==> config.mk <==
export PLATFORM = sky130hd
export DESIGN_NAME = load_store_unit_flat
export DESIGN_NICKNAME = d
export VERILOG_FILES = /design/src/rtl/load_store_unit_if.sv /design/src/rtl/load_store_unit.sv /design/src/flat_wrapper.sv
export SDC_FILE = /design/constraint.sdc
export NUM_CORES = 1
export LEC_CHECK = 0
export BUFFER_PORTS_ARGS = -buffer_cell sky130_fd_sc_hd__clkbuf_2
export CORE_ASPECT_RATIO = 1.5
export CORE_MARGIN = 1.5
export CORE_UTILIZATION = 40
export CTS_CLUSTER_DIAMETER = 120
export DETAILED_ROUTE_END_ITERATION = 6
export GPL_TIMING_DRIVEN = 0
export PLACE_DENSITY = 0.63
export SYNTH_ARGS = -nofsm -noshare
export SYNTH_HDL_FRONTEND = slang
export SYNTH_SLANG_ARGS = --single-unit
export TNS_END_PERCENT = 10
==> constraint.sdc <==
create_clock -name clk -period 2.9 [get_ports clk]
set_clock_uncertainty 0.1 [all_clocks]
set_input_delay 0.145 -clock clk [delete_from_list [all_inputs] [get_ports clk]]
set_output_delay 0.145 -clock clk [all_outputs]
set_load 0.01 [all_outputs]
==> src/rtl/load_store_unit_if.sv <==
`default_nettype none
// ---------------------------------------------------------------------------
// load_store_unit_if : pipeline request/response and DataMemory bus bundle
// Revision 1.0
// ---------------------------------------------------------------------------
interface load_store_unit_if;
  logic        req_valid;
  logic        req_write;
  logic [2:0]  funct3;
  logic [31:0] addr;
  logic [31:0] wdata;
  logic        req_ready;
  logic        resp_valid;
  logic        resp_err;
  logic [31:0] rdata;
  logic [31:0] mem_addr;
  logic        mem_read;
  logic        mem_write;
  logic [31:0] mem_wdata;
  logic [31:0] mem_rdata;

  modport slave (
    input  req_valid, req_write, funct3, addr, wdata, mem_rdata,
    output req_ready, resp_valid, resp_err, rdata,
           mem_addr, mem_read, mem_write, mem_wdata
  );

  modport master (
    output req_valid, req_write, funct3, addr, wdata, mem_rdata,
    input  req_ready, resp_valid, resp_err, rdata,
           mem_addr, mem_read, mem_write, mem_wdata
  );
endinterface
`default_nettype wire

==> src/rtl/load_store_unit.sv <==
`default_nettype none
// ---------------------------------------------------------------------------
// load_store_unit : RV32I load/store sequencer with read-modify-write SB/SH
// Revision 1.0
// ---------------------------------------------------------------------------
module load_store_unit (
  input  logic              clk,
  input  logic              reset,
  load_store_unit_if.slave  bus
);

  typedef enum logic [2:0] {IDLE, RD, CAP, WR, RESP} state_e;

  state_e      state_q;
  logic        write_q;
  logic [2:0]  funct3_q;
  logic [1:0]  off_q;
  logic [15:0] wdata_q;
  logic        req_ready_q, resp_valid_q, resp_err_q, mem_read_q, mem_write_q;
  logic [31:0] mem_addr_q, word_q, rdata_q, load_val_q;

  logic        err_d;
  logic [7:0]  byte_d;
  logic [15:0] half_d;
  logic [31:0] ext_d, merge_d;

  always_comb begin
    err_d = 1'b0;
    case (bus.funct3)
      3'b000, 3'b100: err_d = 1'b0;
      3'b001, 3'b101: err_d = bus.addr[0];
      3'b010:         err_d = (bus.addr[1:0] != 2'b00);
      default:        err_d = 1'b1;
    endcase
    if (bus.req_write && bus.funct3[2]) err_d = 1'b1;
  end

  always_comb begin
    byte_d  = bus.mem_rdata[{off_q, 3'b000} +: 8];
    half_d  = off_q[1] ? bus.mem_rdata[31:16] : bus.mem_rdata[15:0];
    case (funct3_q[1:0])
      2'b00:   ext_d = {{24{byte_d[7] & ~funct3_q[2]}}, byte_d};
      2'b01:   ext_d = {{16{half_d[15] & ~funct3_q[2]}}, half_d};
      default: ext_d = bus.mem_rdata;
    endcase
    merge_d = bus.mem_rdata;
    if (funct3_q[1:0] == 2'b00) merge_d[{off_q, 3'b000} +: 8] = wdata_q[7:0];
    else                        merge_d[{off_q[1], 4'b0000} +: 16] = wdata_q;
  end

  always_ff @(posedge clk) begin
    if (reset) begin
      state_q      <= IDLE;
      write_q      <= 1'b0;
      funct3_q     <= 3'b000;
      off_q        <= 2'b00;
      wdata_q      <= 16'h0;
      req_ready_q  <= 1'b1;
      resp_valid_q <= 1'b0;
      resp_err_q   <= 1'b0;
      mem_read_q   <= 1'b0;
      mem_write_q  <= 1'b0;
      mem_addr_q   <= 32'h0;
      word_q       <= 32'h0;
      rdata_q      <= 32'h0;
      load_val_q   <= 32'h0;
    end else begin
      case (state_q)
        IDLE: if (bus.req_valid) begin
          write_q     <= bus.req_write;
          funct3_q    <= bus.funct3;
          off_q       <= bus.addr[1:0];
          wdata_q     <= bus.wdata[15:0];
          req_ready_q <= 1'b0;
          if (err_d) begin
            state_q      <= RESP;
            resp_valid_q <= 1'b1;
            resp_err_q   <= 1'b1;
            rdata_q      <= 32'h0;
          end else if (bus.req_write && bus.funct3 == 3'b010) begin
            state_q     <= WR;
            mem_write_q <= 1'b1;
            mem_addr_q  <= {2'b00, bus.addr[31:2]};
            word_q      <= bus.wdata;
          end else begin
            state_q    <= RD;
            mem_read_q <= 1'b1;
            mem_addr_q <= {2'b00, bus.addr[31:2]};
          end
        end
        RD: state_q <= CAP;
        CAP: begin
          mem_read_q <= 1'b0;
          if (write_q) begin
            // Merge on capture so the WR-cycle write data comes straight from a register
            state_q     <= WR;
            word_q      <= merge_d;
            mem_write_q <= 1'b1;
          end else begin
            state_q      <= RESP;
            word_q       <= bus.mem_rdata;
            rdata_q      <= ext_d;
            load_val_q   <= ext_d;
            resp_valid_q <= 1'b1;
            mem_addr_q   <= 32'h0;
          end
        end
        WR: begin
          state_q      <= RESP;
          mem_write_q  <= 1'b0;
          mem_addr_q   <= 32'h0;
          resp_valid_q <= 1'b1;
          rdata_q      <= 32'h0;
        end
        RESP: begin
          state_q      <= IDLE;
          resp_valid_q <= 1'b0;
          resp_err_q   <= 1'b0;
          req_ready_q  <= 1'b1;
          rdata_q      <= load_val_q;
        end
        default: state_q <= IDLE;
      endcase
    end
  end

  assign bus.req_ready  = req_ready_q;
  assign bus.resp_valid = resp_valid_q;
  assign bus.resp_err   = resp_err_q;
  assign bus.rdata      = rdata_q;
  assign bus.mem_addr   = mem_addr_q;
  assign bus.mem_read   = mem_read_q;
  // Gated so a reset landing on a WR edge cannot commit the aborted store
  assign bus.mem_write  = mem_write_q & ~reset;
  assign bus.mem_wdata  = word_q;

endmodule
`default_nettype wire

==> src/flat_wrapper.sv <==
// flat-port wrapper written by rule: the top's interface ports become plain ports
module load_store_unit_flat 
  (clk, reset, bus_req_valid, bus_req_write, bus_funct3, bus_addr, bus_wdata, bus_mem_rdata, bus_req_ready, bus_resp_valid, bus_resp_err, bus_rdata, bus_mem_addr, bus_mem_read, bus_mem_write, bus_mem_wdata);
  load_store_unit_if bus_i ();
  input  logic clk;
  input  logic reset;
  input wire logic [$bits(bus_i.req_valid)-1:0] bus_req_valid;
  input wire logic [$bits(bus_i.req_write)-1:0] bus_req_write;
  input wire logic [$bits(bus_i.funct3)-1:0] bus_funct3;
  input wire logic [$bits(bus_i.addr)-1:0] bus_addr;
  input wire logic [$bits(bus_i.wdata)-1:0] bus_wdata;
  input wire logic [$bits(bus_i.mem_rdata)-1:0] bus_mem_rdata;
  output wire logic [$bits(bus_i.req_ready)-1:0] bus_req_ready;
  output wire logic [$bits(bus_i.resp_valid)-1:0] bus_resp_valid;
  output wire logic [$bits(bus_i.resp_err)-1:0] bus_resp_err;
  output wire logic [$bits(bus_i.rdata)-1:0] bus_rdata;
  output wire logic [$bits(bus_i.mem_addr)-1:0] bus_mem_addr;
  output wire logic [$bits(bus_i.mem_read)-1:0] bus_mem_read;
  output wire logic [$bits(bus_i.mem_write)-1:0] bus_mem_write;
  output wire logic [$bits(bus_i.mem_wdata)-1:0] bus_mem_wdata;
  assign bus_i.req_valid = bus_req_valid;
  assign bus_i.req_write = bus_req_write;
  assign bus_i.funct3 = bus_funct3;
  assign bus_i.addr = bus_addr;
  assign bus_i.wdata = bus_wdata;
  assign bus_i.mem_rdata = bus_mem_rdata;
  assign bus_req_ready = bus_i.req_ready;
  assign bus_resp_valid = bus_i.resp_valid;
  assign bus_resp_err = bus_i.resp_err;
  assign bus_rdata = bus_i.rdata;
  assign bus_mem_addr = bus_i.mem_addr;
  assign bus_mem_read = bus_i.mem_read;
  assign bus_mem_write = bus_i.mem_write;
  assign bus_mem_wdata = bus_i.mem_wdata;
  load_store_unit u_core (.clk(clk), .reset(reset), .bus(bus_i));
endmodule
==> impl_metrics.toml <==
[die]
core_area_um2 = 20300
dieHeight_um = 179
pin_count = 204
effective_utilization_at_floorplan = 0.406
num_rows = 64
die_w_um = 120
floorplan.die_area_um2 = 21400

[place]
place_inst = 1475
place.gp.congestion = 0.996
post-place-ws_ns = -0.464
detailedPlacementHpwl_mm = 24.3
port_buffers = 199

[critical_path]
worst_r2r_endpoint = "u_core.bus.mem_wdata[13]"
element_type_at_the_critical_path_end = "flop"
path_class = "in2reg"
worst-r2r-cell-count = 8
critical_path_arrival_ns = 2.90
reg2reg_slack_ns = 0.16
r2r_start = "u_core.off_q[1]"
critPathMaxFanout = 8
critical_path_required_ns = 3.06
cp-start-kind = "input port"

[clock_network]
clkTransAtPathRegs_ns = 0.06
ctsRootBufferMaster = "sky130_fd_sc_hd__clkbuf_16"
cts_setup_buffers = 0
clk_path_buf_depth = 2
cts_tree = "built"
clk-insertion-delay-late_ns = 0.44
clock_sinks = 156
cts_htree_levels = 4
cts_made_buffers = 17

[cells_and_area]
flow.area_growth_from_synthesis_pct = 31.5
insertedDiodeCount = 0
final_net_count = 1395
filler_instances = 1967
drive_above_1_share = 0.220
final-instance-count-excl-fill = 1564

[yosys]
synth_cell_types = 67
post_synth_inst_count = 1011
synth_largest_type_area_fraction = 0.380
postSynthAreaPerCell_um2 = 8.13
synth.yosys.seq_area_share = 0.380
number_of_register_bits_inferred_by_synthesis = 156
yosys_warnings = 0
synth-async-reset-ratio = 0
synth_edf_count = 0
yosys.cell_count.top_type = "sky130_fd_sc_hd__dfxtp_1"
post_synth_main_area_contributors = "sky130_fd_sc_hd__dfxtp_1 38%, sky130_fd_sc_hd__a21oi_1 8.9%, sky130_fd_sc_hd__nand2_1 5.1%"
syn-cell-area_um2 = 8220
synthDominantAreaCellType = "sky130_fd_sc_hd__dfxtp_1"
most_common_flop_cell_mapped_by_yosys = "sky130_fd_sc_hd__dfxtp_1"
ranking_of_synthesized_cells_by_instance_count = "156 x sky130_fd_sc_hd__dfxtp_1, 146 x sky130_fd_sc_hd__a21oi_1, 112 x sky130_fd_sc_hd__nand2_1"

[routing]
drt-initial-drc-count = 844
drt_pass1_iterations = 7
drtAntennaViolNets = 0
vias_per_cell = 5.89
drt-wirelength-per-cell_um = 20.9
via_count = 9210
detail_route.drc_violations = 0
totalWireLength_mm = 32.7

[timing]
maxSlewViolCount = 0
final-hold-violation-count = 0
setup-violations-final = 0
max_freq_mhz = 365
fin_ws_ns = 0.164
max_slew.worst_pin.slew_ns = 1.03
worst_slew_margin_rel = 0.307
rsz0062_at_grt = "false"
finalCriticalPeriod_ns = 2.74
final.period_utilization = 0.944
timing.hold.ws_ns = 0.00125

[global_routing]
first_pass_grt_wire_length_mm = 49.5
number_of_global_route_vias_before_repair = 8836
pin_count_of_the_biggest_net_entering_global_routing = 20
antenna_found_initial = 0
grt_remaining_overflow = 0
gr-usage-all-layers = 0.304

[worst_hold_path]
worstHoldStart = "bus_wdata[24]"
hold_end = "u_core.bus.mem_wdata[24]"
worstHoldPathType = "in2reg"
worst_hold_path.num_cells = 3

[power]
p_per_area_nw_per_um2 = 556
leakage_nw = 4.07
peakVddDrop_mv = 0.328

[outcome]
status = "finished clean"

[run]
max_cap_violations = 0
## state kept, by name, summed over array words and instances, names as in the netlist, 2 cells and up
signal,cells
u_core.load_val_q,32
u_core.wdata_q,16
u_core.bus.mem_wdata,32
u_core.bus.mem_addr,30
u_core.bus.rdata,32
u_core.off_q,2
u_core.funct3_q,3
u_core.state_q,3
## cell type report
| type | count | area [um2] | share of cell area |
|---|---|---|---|
| multi-input cells | 700 | 4480 | 0.415 |
| flip-flops and latches | 156 | 3120 | 0.289 |
| repair buffers | 257 | 1580 | 0.146 |
| clock buffers | 22 | 484 | 0.0448 |
| plain buffers | 100 | 422 | 0.0390 |
| well taps | 264 | 330 | 0.0306 |
| inverters | 55 | 206 | 0.0191 |
| clock inverters | 10 | 184 | 0.0170 |
## through the flow
stage | TNS [ns] | power (mW) | area (um2) | util
after global routing | 0 | 6.23 | 10800 | 0.534
after CTS | 0 | 6.00 | 10800 | 0.533
after global placement | -8.95 | 3.41 | 9550 | 0.471
final | 0 | 6.01 | 10800 | 0.534
after detailed placement | -10.61 | 3.42 | 9550 | 0.471
after floorplan | 0 | 2.99 | 8230 | -
## how the worst max path moves through the flow
stage | endpoint | from | slack, ns | cells past startpoint
final | u_core.bus.mem_wdata[13] | bus_funct3[2] | 0.16 | 6
after CTS | u_core.bus.mem_wdata[22] | u_core.off_q[0] | 0.04 | 8
after detailed placement | u_core.bus.mem_wdata[30] | u_core.off_q[1] | -0.46 | 9
after global placement | u_core.bus.mem_wdata[30] | u_core.off_q[1] | -0.39 | 9
after global routing | u_core.bus.mem_wdata[19] | u_core.off_q[0] | 0.002 | 9
after floorplan | u_core.bus.mem_wdata[28] | u_core.off_q[1] | 0.20 | 9
## cell usage in the layout (no fill, tap or decap), drive strengths merged, types with 8 or more instances in the layout
cell	instances
clkbuf	291
o221ai	11
nand2b	10
nor3	14
nor2b	19
a21oi	146
o32ai	16
a211o	16
a22o	16
or3	11
nand2	113
a221oi	43
nor2	42
inv	56
a311oi	15
dfxtp	156
a211oi	31
o31ai	34
o22ai	11
dlygate4sd3	58
mux2i	11
a21o	8
buf	30
o21ai	36
## worst max-delay path, stage by stage
cell                            delay, ns
sky130_fd_sc_hd__dlygate4sd3_1       0.54
sky130_fd_sc_hd__clkbuf_2            0.14
sky130_fd_sc_hd__nor4bb_1            0.63
sky130_fd_sc_hd__nand2_1             0.42
sky130_fd_sc_hd__a21oi_1             0.81
sky130_fd_sc_hd__a311oi_1            0.20
## routing by layer
layer  part of all wire  GRT usage  wire [um]  up-vias
met5                  0          0          0        -
li1                   -          -          -     4345
met1               0.38      0.352      12400     4310
met3              0.067     0.0518       2200      111
met2               0.49      0.519      16100      444
met4              0.060      0.189       1960        0
## what timing repair did
action / CTS / global route
setup endpoints to repair: 30 / 22
resized for setup: 1 / 6
endpoints found under the hold margin: 61 / 0
hold buffers: 58 / 0
## report_power, final
group          internal, mW  switching (mW)
sequential             2.22          0.0712
combinational         0.416           0.753
clock                  1.62           0.928
## cells by family after synthesis
family,after synthesis,share of synthesized area
buffers and inverters,156,0.0758
and+or+nand+nor,247,0.147
muxes,19,0.0257
DFF,156,0.380
other,1,0.000456
AOI/OAI and AO/OA,427,0.363
adders and majority gates,5,0.00761
Power figures use the tool's default switching activity.
